===== src/rtl/uart_tx_feeder.sv =====
// Byte FIFO that feeds a uart_send transmitter.
// It pops one byte per transmit cycle and holds the byte steady until the UART takes it.
module uart_tx_feeder #(
  parameter int DEPTH_LOG2 = 4
) (
  input  logic                  CLK,
  input  logic                  RST,
  input  logic [7:0]            WR_DATA,
  input  logic                  WR_EN,
  output logic                  FULL,
  output logic                  EMPTY,
  output logic [DEPTH_LOG2:0]   COUNT,
  output logic                  OVERFLOW,
  output logic [7:0]            DATA,
  output logic                  DATA_READY,
  input  logic                  TX_IDLE
);

  localparam int DEPTH = 1 << DEPTH_LOG2;
  localparam logic [DEPTH_LOG2:0] DEPTH_CNT = (DEPTH_LOG2+1)'(DEPTH);

  localparam logic [1:0] S_WAIT    = 2'd0;
  localparam logic [1:0] S_PRESENT = 2'd1;
  localparam logic [1:0] S_BUSY    = 2'd2;

  logic [7:0]              mem [DEPTH];
  logic [DEPTH_LOG2-1:0]   wr_ptr;
  logic [DEPTH_LOG2-1:0]   rd_ptr;
  logic [DEPTH_LOG2:0]     count_q;
  logic [DEPTH_LOG2:0]     count_nxt;
  logic                    full_q;
  logic                    empty_q;
  logic                    ovf_q;
  logic [7:0]              data_q;
  logic                    ready_q;
  logic [1:0]              state;
  logic [1:0]              state_nxt;
  logic                    wr_acc;
  logic                    pop;

  // FULL is the registered flag, so a write that races a pop on a full FIFO is still dropped
  assign wr_acc = WR_EN & ~full_q;
  assign pop    = (state == S_WAIT) & ~empty_q & TX_IDLE;

  always_comb begin
    count_nxt = count_q;
    unique case (1'b1)
      (wr_acc & ~pop): count_nxt = count_q + 1'b1;
      (~wr_acc & pop): count_nxt = count_q - 1'b1;
      default:         count_nxt = count_q;
    endcase
  end

  always_comb begin
    state_nxt = state;
    unique case (state)
      S_WAIT:    if (pop) state_nxt = S_PRESENT;
      S_PRESENT: if (!TX_IDLE) state_nxt = S_BUSY;
      S_BUSY:    if (TX_IDLE) state_nxt = S_WAIT;
      default:   state_nxt = S_WAIT;
    endcase
  end

  always_ff @(posedge CLK) begin
    if (!RST && wr_acc) begin
      mem[wr_ptr] <= WR_DATA;
    end
  end

  always_ff @(posedge CLK) begin
    if (RST) begin
      wr_ptr  <= '0;
      rd_ptr  <= '0;
      count_q <= '0;
      full_q  <= 1'b0;
      empty_q <= 1'b1;
      ovf_q   <= 1'b0;
    end else begin
      if (wr_acc) wr_ptr <= wr_ptr + 1'b1;
      if (pop)    rd_ptr <= rd_ptr + 1'b1;
      count_q <= count_nxt;
      full_q  <= (count_nxt == DEPTH_CNT);
      empty_q <= (count_nxt == '0);
      if (WR_EN && full_q) ovf_q <= 1'b1;
    end
  end

  always_ff @(posedge CLK) begin
    if (RST) begin
      state   <= S_WAIT;
      data_q  <= 8'h00;
      ready_q <= 1'b0;
    end else begin
      state <= state_nxt;
      if (pop) begin
        data_q  <= mem[rd_ptr];
        ready_q <= 1'b1;
      end else if (state == S_PRESENT && !TX_IDLE) begin
        ready_q <= 1'b0;
      end
    end
  end

  assign FULL       = full_q;
  assign EMPTY      = empty_q;
  assign COUNT      = count_q;
  assign OVERFLOW   = ovf_q;
  assign DATA       = data_q;
  assign DATA_READY = ready_q;

endmodule


===== config.mk =====
export PLATFORM = sky130hd
export DESIGN_NAME = uart_tx_feeder
export DESIGN_NICKNAME = d
export VERILOG_FILES = /design/src/rtl/uart_tx_feeder.sv
export SDC_FILE = /design/constraint.sdc
export NUM_CORES = 1
export LEC_CHECK = 0
export BUFFER_PORTS_ARGS = -buffer_cell sky130_fd_sc_hd__buf_4
export CAP_MARGIN = 20
export CORE_MARGIN = 4
export CORE_UTILIZATION = 55
export DETAILED_ROUTE_END_ITERATION = 12
export HOLD_SLACK_MARGIN = 0.02
export PLACE_DENSITY_LB_ADDON = 0.08
export SLEW_MARGIN = 20
export SYNTH_ARGS = -nofsm -noshare
export SYNTH_HDL_FRONTEND = slang
export SYNTH_SLANG_ARGS = --single-unit

===== constraint.sdc =====
create_clock -name CLK -period 6.7 [get_ports CLK]
set_clock_uncertainty 0.1 [all_clocks]
set_input_delay 0.335 -clock CLK [delete_from_list [all_inputs] [get_ports CLK]]
set_output_delay 0.335 -clock CLK [all_outputs]
set_load 0.1 [all_outputs]

# Word-level counts from Yosys, hierarchy flattened

Memory sizes are Yosys's and may differ from the RTL's. A register that Yosys moved wholly into a read port is not among the register bits.
Index checks and enable logic that the tools add are counted.

Latch bits: 0
Bits in registers: 19
RAM bits: 128
Output and inout bits: 17
Word-level logic and storage cells: 46
Input port bits: 12
Memories kept: 1
ROM bits: 0

Bitwise operators: 9
Add/subtract/negate cells: 4
$lt $le $gt $ge: 0
Mux-type cells: 9
Shift operators: 0
Divide/modulo/power cells: 0
Reductions and logical operators: 9
Equal/unequal tests: 6
$mul: 0

Memory list:

| memory | depth | bits a word | rd ports | clocked after Yosys merged registers in | wr ports | RTL line | text |
|---|---|---|---|---|---|---|---|
| mem    | 16    | 8           | 1        | 1                                       | 1        | 26       | `logic [7:0] mem [DEPTH];` |

Operators by type and width:

| cell                                              | count |
|---|---|
| one-hot mux 5 bit (2 select lines)                | 1 |
| adder 4 x 1 -> 4 bit (second input constant)      | 2 |
| two-way mux 2 bit                                 | 3 |
| inequality test 2 bit (second input constant)     | 3 |
| one-hot mux 2 bit (3 select lines)                | 1 |
| adder 5 x 1 -> 5 bit (second input constant)      | 1 |
| AND 1 bit                                         | 5 |
| == test 5 bit (second input constant)             | 1 |
| logical NOT 5 bit                                 | 1 |
| subtractor 5 x 1 -> 5 bit (second input constant) | 1 |
| two-way mux 1 bit                                 | 4 |
| inverter 1 bit                                    | 4 |
| logical AND 1 bit                                 | 3 |
| AND reduction 3 bit                               | 1 |
| == test 2 x 1 -> 1 bit (second input constant)    | 1 |
| == test 2 bit (second input constant)             | 1 |
| logical NOT 1 bit                                 | 2 |
| logical NOT 2 bit                                 | 1 |
| nonzero test 2 bit                                | 1 |

# Logic depth before layout (Yosys ltp)

Word-level depth: 7
Depth in mapped cells: 12
Mapped depth without buffers: 10

# Least setup slack after synthesis

Ideal clock, no wire load.

Path kind: register to register
Start: register empty_q, in the netlist EMPTY
End: register full_q, in the netlist FULL
Path buffers: 2
Stages on the path, launching flop included: 12
Library setup time: 0.118 ns
Path slack: 3.450 ns
Clock period less this slack: 3.250 ns
Arrival: 3.032 ns
Data required time: 6.482 ns
Cell sequence: dfxtp_1 > nor3_2 > buf_2 > ha_1 > buf_2 > xor2_1 > ha_1 > o21a_1 > o21ai_1 > a221oi_1 > mux2_2 > o2111a_1

Longest elaborated chain between the ends: 7
Elaborated cells between the ends (all ways): 8
Those cells by class: eq/ne: 1; mux: 1; bitwise: 6

Ends and longest elaborated chain:

| element                              | RTL line | text |
|---|---|---|
| start: declaration                   | 32       | `logic empty_q;` |
| start signal: assignment             | 83       | `empty_q <= (count_nxt == '0);` |
| inverter 1 bit *                     | 43       | `assign pop = (state == S_WAIT) & ~empty_q & TX_IDLE;` |
| AND 1 bit * (2 in a row)             | 43       |  |
| named net pop                        | 39       | `logic pop;` |
| inverter 1 bit                       | 48       | `(wr_acc & ~pop): count_nxt = count_q + 1'b1;` |
| AND 1 bit                            | 48       |  |
| one-hot mux 5 bit (2 select lines) * | 47       | `unique case (1'b1)` |
| == test 5 bit *                      | 82       | `full_q <= (count_nxt == DEPTH_CNT);` |
| end signal: assignment               | 82       |  |
| end: declaration                     | 31       | `logic full_q;` |

The timed path passes the listed nets; every way through them passes the cells marked *.
A chain may end at the register's enable or synchronous reset.

# Final worst setup path

Start: input TX_IDLE
End: register full_q, in the netlist FULL

Longest elaborated chain between the ends: 5
Elaborated cells between the ends (all ways): 6
Those cells by class: eq/ne: 1; mux: 1; bitwise: 4

Ends and longest elaborated chain:

| element                              | RTL line | text |
|---|---|---|
| start: declaration                   | 16       | `input logic TX_IDLE` |
| AND 1 bit *                          | 43       |  |
| inverter 1 bit                       | 48       |  |
| AND 1 bit                            | 48       |  |
| one-hot mux 5 bit (2 select lines) * | 47       |  |
| == test 5 bit *                      | 82       |  |

Mark *: on every way between the ends. The rest lies on a longest branch, timed or not.

==> results.cfg <==
[outcome]
outcome = finished clean

[power_and_ir_drop]
power.internal_mw = 1.754
vdd_drop_max_mv = 0.2187
p_seq_frac = 0.448
power_density_nw_per_um2 = 349.3
pwr-share-comb = 0.196
clkPwrFrac = 0.356
switching_share = 0.2930
p_sw_uw = 726.9
cellLeakagePower_nw = 2.417

[yosys]
syn-num-nets = 378
yosysSeqAreaShare = 0.7042
yosysUniqueCellTypes = 41
yosys_warnings = 0
syn_inst = 357
ys_seq_elements = 155
synth_area_um2 = 6226
syn-mean-instance-area_um2 = 17.44

[clocking]
cts_buffers = 17
cts_tree = yes
cts_max_path_buffers = 2
h-tree-depth = 4
clkTransAtPathRegs_ns = 0.06
clockRootBuffer = clkbuf_16
cts_resized = 0
cts_sinks = 155
clk_latency_ns = 0.41

[worst_setup_path]
r2r-start = state[1]
worstPathArrival_ns = 3.26
max_stage_delay_ns = 0.53
reg2reg_depth = 11
crit_path_top_delay_cell = dlygate4sd3_1
crit_chain = dlygate4sd3_1 > buf_4 > nand2b_1 > nor3_2 > buf_4 > ha_1 > xor2_1 > ha_1 > o21a_1 > o21ai_1 > a221oi_1 > mux2_2 > o2111a_1
end_kind = register
crit_required_ns = 6.90
timing.rr.end = FULL
reg2reg_slack_ns = 3.79
start_kind = input port
critPathMaxFanout = 14
critPathKind = input port to register

[die]
chipWidth_um = 114.4
initial_core_util = 0.5693
core_um2 = 10940
die_y_um = 114.4
num_rows = 38
dieArea_um2 = 13090
io-pin-count = 29

[sta]
tightest_slew_ns = 0.9873
setup_viol = 0
slew_headroom = 0.3394
finalHoldViolations = 0
fin_crit_sh = 0.4557
setup_tns_ns = 0
fmax_mhz = 327.5
grt_setup_unrepaired = false
slew_violations = 0
period_minus_slack_ns = 3.053

[finish]
layout_common_cells = 128 x edfxtp_1, 39 x nor2_1, 34 x buf_4
areaGrowthSynthToFinish_pct = 14.09
final_common_cell = edfxtp_1
regArea_um2 = 4385
fillers = 764
multi_input_area_um2 = 1710
final_area_um2 = 7103
drive_above_1_share = 0.2321
n_antenna_cell = 0
nets = 413

[global_route]
track_usage = 0.1918
grt_pass1_wl_mm = 18.03
grt_pass1_vias = 3104
antenna_found_initial = 0
grt_max_degree = 36
gr-total-overflow = 0

[flow_run]
max_cap_viol_count = 0

[route]
routed_wl_mm = 11.55
drtPass1Iterations = 5
route.detailed.drc = 0
num_vias = 3152
first_iter_violations = 378
drtAntennaViolNets = 0
via_per_inst = 5.783
wl_per_cell_um = 21.19

[min_path]
whs_endpoint = OVERFLOW
worstHoldPathCells = 3
hold_path.class = input port to register
hp-start = WR_EN

[placement]
place_area_um2 = 6541
portBuffers = 28
dpl.hpwl_mm = 7.093
globalplace.congestion = 0.7573
-- Yosys cell counts --
cell type	n	area, µm²
edfxtp_1	128	3844
nor2_1	39	146.4
dfxtp_1	27	540.5
mux4_2	25	563.0
nand2_1	18	67.56
a22oi_1	16	120.1
mux2i_1	13	130.1
ha_1	9	112.6
mux4_1	7	183.9
xor2_1	7	61.31
buf_2	6	30.03
nor2b_1	6	37.54
nor3_1	6	30.03
a21oi_1	5	25.02
clkbuf_1	5	18.77
buf_1	4	15.01
xnor2_1	4	35.03
inv_1	3	11.26
nand2b_1	3	18.77
buf_6	2	22.52
nand4_1	2	12.51
nor3b_1	2	15.01
o2111a_1	2	22.52
a211oi_1	1	7.510
a211oi_2	1	12.51
a21o_1	1	7.510
a221oi_1	1	8.760
and2_1	1	6.260
and4b_1	1	10.01
buf_12	1	20.02
buf_8	1	15.01
inv_2	1	3.750
mux2_2	1	11.26
nand3b_1	1	7.510
nor3_2	1	10.01
nor4bb_1	1	10.01
o211ai_1	1	7.510
o21a_1	1	7.510
o21ai_0	1	5.000
o21ai_1	1	5.000
o21bai_1	1	7.510
-- kinds of logic (layout without fill, tap and decap cells) --
kind of cell / count (synthesis) / count (layout) / synth area share
AOI/OAI and AO/OA: 32 / 32 / 0.03798
xor gates and xnor gates: 11 / 11 / 0.01547
adders and majority gates: 9 / 9 / 0.01809
buffers and inverters: 23 / 71 / 0.02190
DFF: 155 / 155 / 0.7042
muxes: 46 / 46 / 0.1427
and+or+nand+nor: 81 / 81 / 0.05969
-- power groups by stage --
stage | combinational [mW] | clock (mW) | sequential [mW]
floorplan | 0.244 | 0 | 1.28
global placement | 0.486 | 0 | 1.13
detailed placement | 0.490 | 0 | 1.13
CTS | 0.493 | 0.899 | 1.11
global route | 0.522 | 0.942 | 1.12
finish | 0.487 | 0.882 | 1.11
-- final cells by class --
class	instances	area share
Clock buffer	18	0.06042
Tap cell	140	0.02466
Clock inverter	14	0.01726
Inverter	4	0.002114
Timing Repair Buffer	35	0.03734
Multi-Input combinational cell	179	0.2408
Sequential cell	155	0.6174
-- critical path, delay by kind of cell --
family / cells / cell delay [ns]
AO/OA/AOI/OAI: 4 / 0.59
XOR/XNOR: 1 / 0.18
adder cells (fa/ha/maj): 2 / 0.60
buffers and inverters: 3 / 0.91
multiplexers: 1 / 0.40
AND/OR/NAND/NOR: 2 / 0.23
-- through the flow --
stage	instances	total power, mW	worst slack, ns	utilization	hold slack [ns]
after detailed placement	512	1.621	3.808	0.5982	0.3656
after global routing	545	2.581	3.399	0.6495	0.1025
after CTS	545	2.504	3.660	0.6495	0.04844
after global placement	512	1.616	3.901	0.5982	0.3594
after floorplan	357	1.525	3.450	-	0.3124
final	545	2.481	3.647	0.6495	0.06273
-- what timing repair did --
action / CTS / global route
hold endpoints to repair: 1 / 0
hold buffers: 1 / 0
setup buffers: 0 / 0
-- sequential cells by signal, summed over array words and instances, names as in the netlist --
signal and count:
rd_ptr 4, FULL 1, EMPTY 1, COUNT 5, DATA_READY 1, state 2
OVERFLOW 1, mem 128, DATA 8, wr_ptr 4
-- routing by layer --
metal | vias up | track usage | wire, µm
li1 | 1465 | - | -
met1 | 1581 | 0.2683 | 5008
met2 | 89 | 0.3003 | 5802
met3 | 17 | 0.04123 | 559
met4 | 0 | 0.06968 | 179
met5 | - | 0 | 0
-- worst max-delay path by stage --
| stage | end | cells after the start | from |
|---|---|---|---|
| 4_1_cts | FULL | 13 | TX_IDLE |
| 3_3_place_gp | FULL | 12 | TX_IDLE |
| 6_report | FULL | 13 | TX_IDLE |
| 5_1_grt | FULL | 13 | TX_IDLE |
| 3_5_place_dp | FULL | 12 | TX_IDLE |
| 2_1_floorplan | FULL | 11 | EMPTY |
Note: power is estimated with default switching activity, not from simulation.
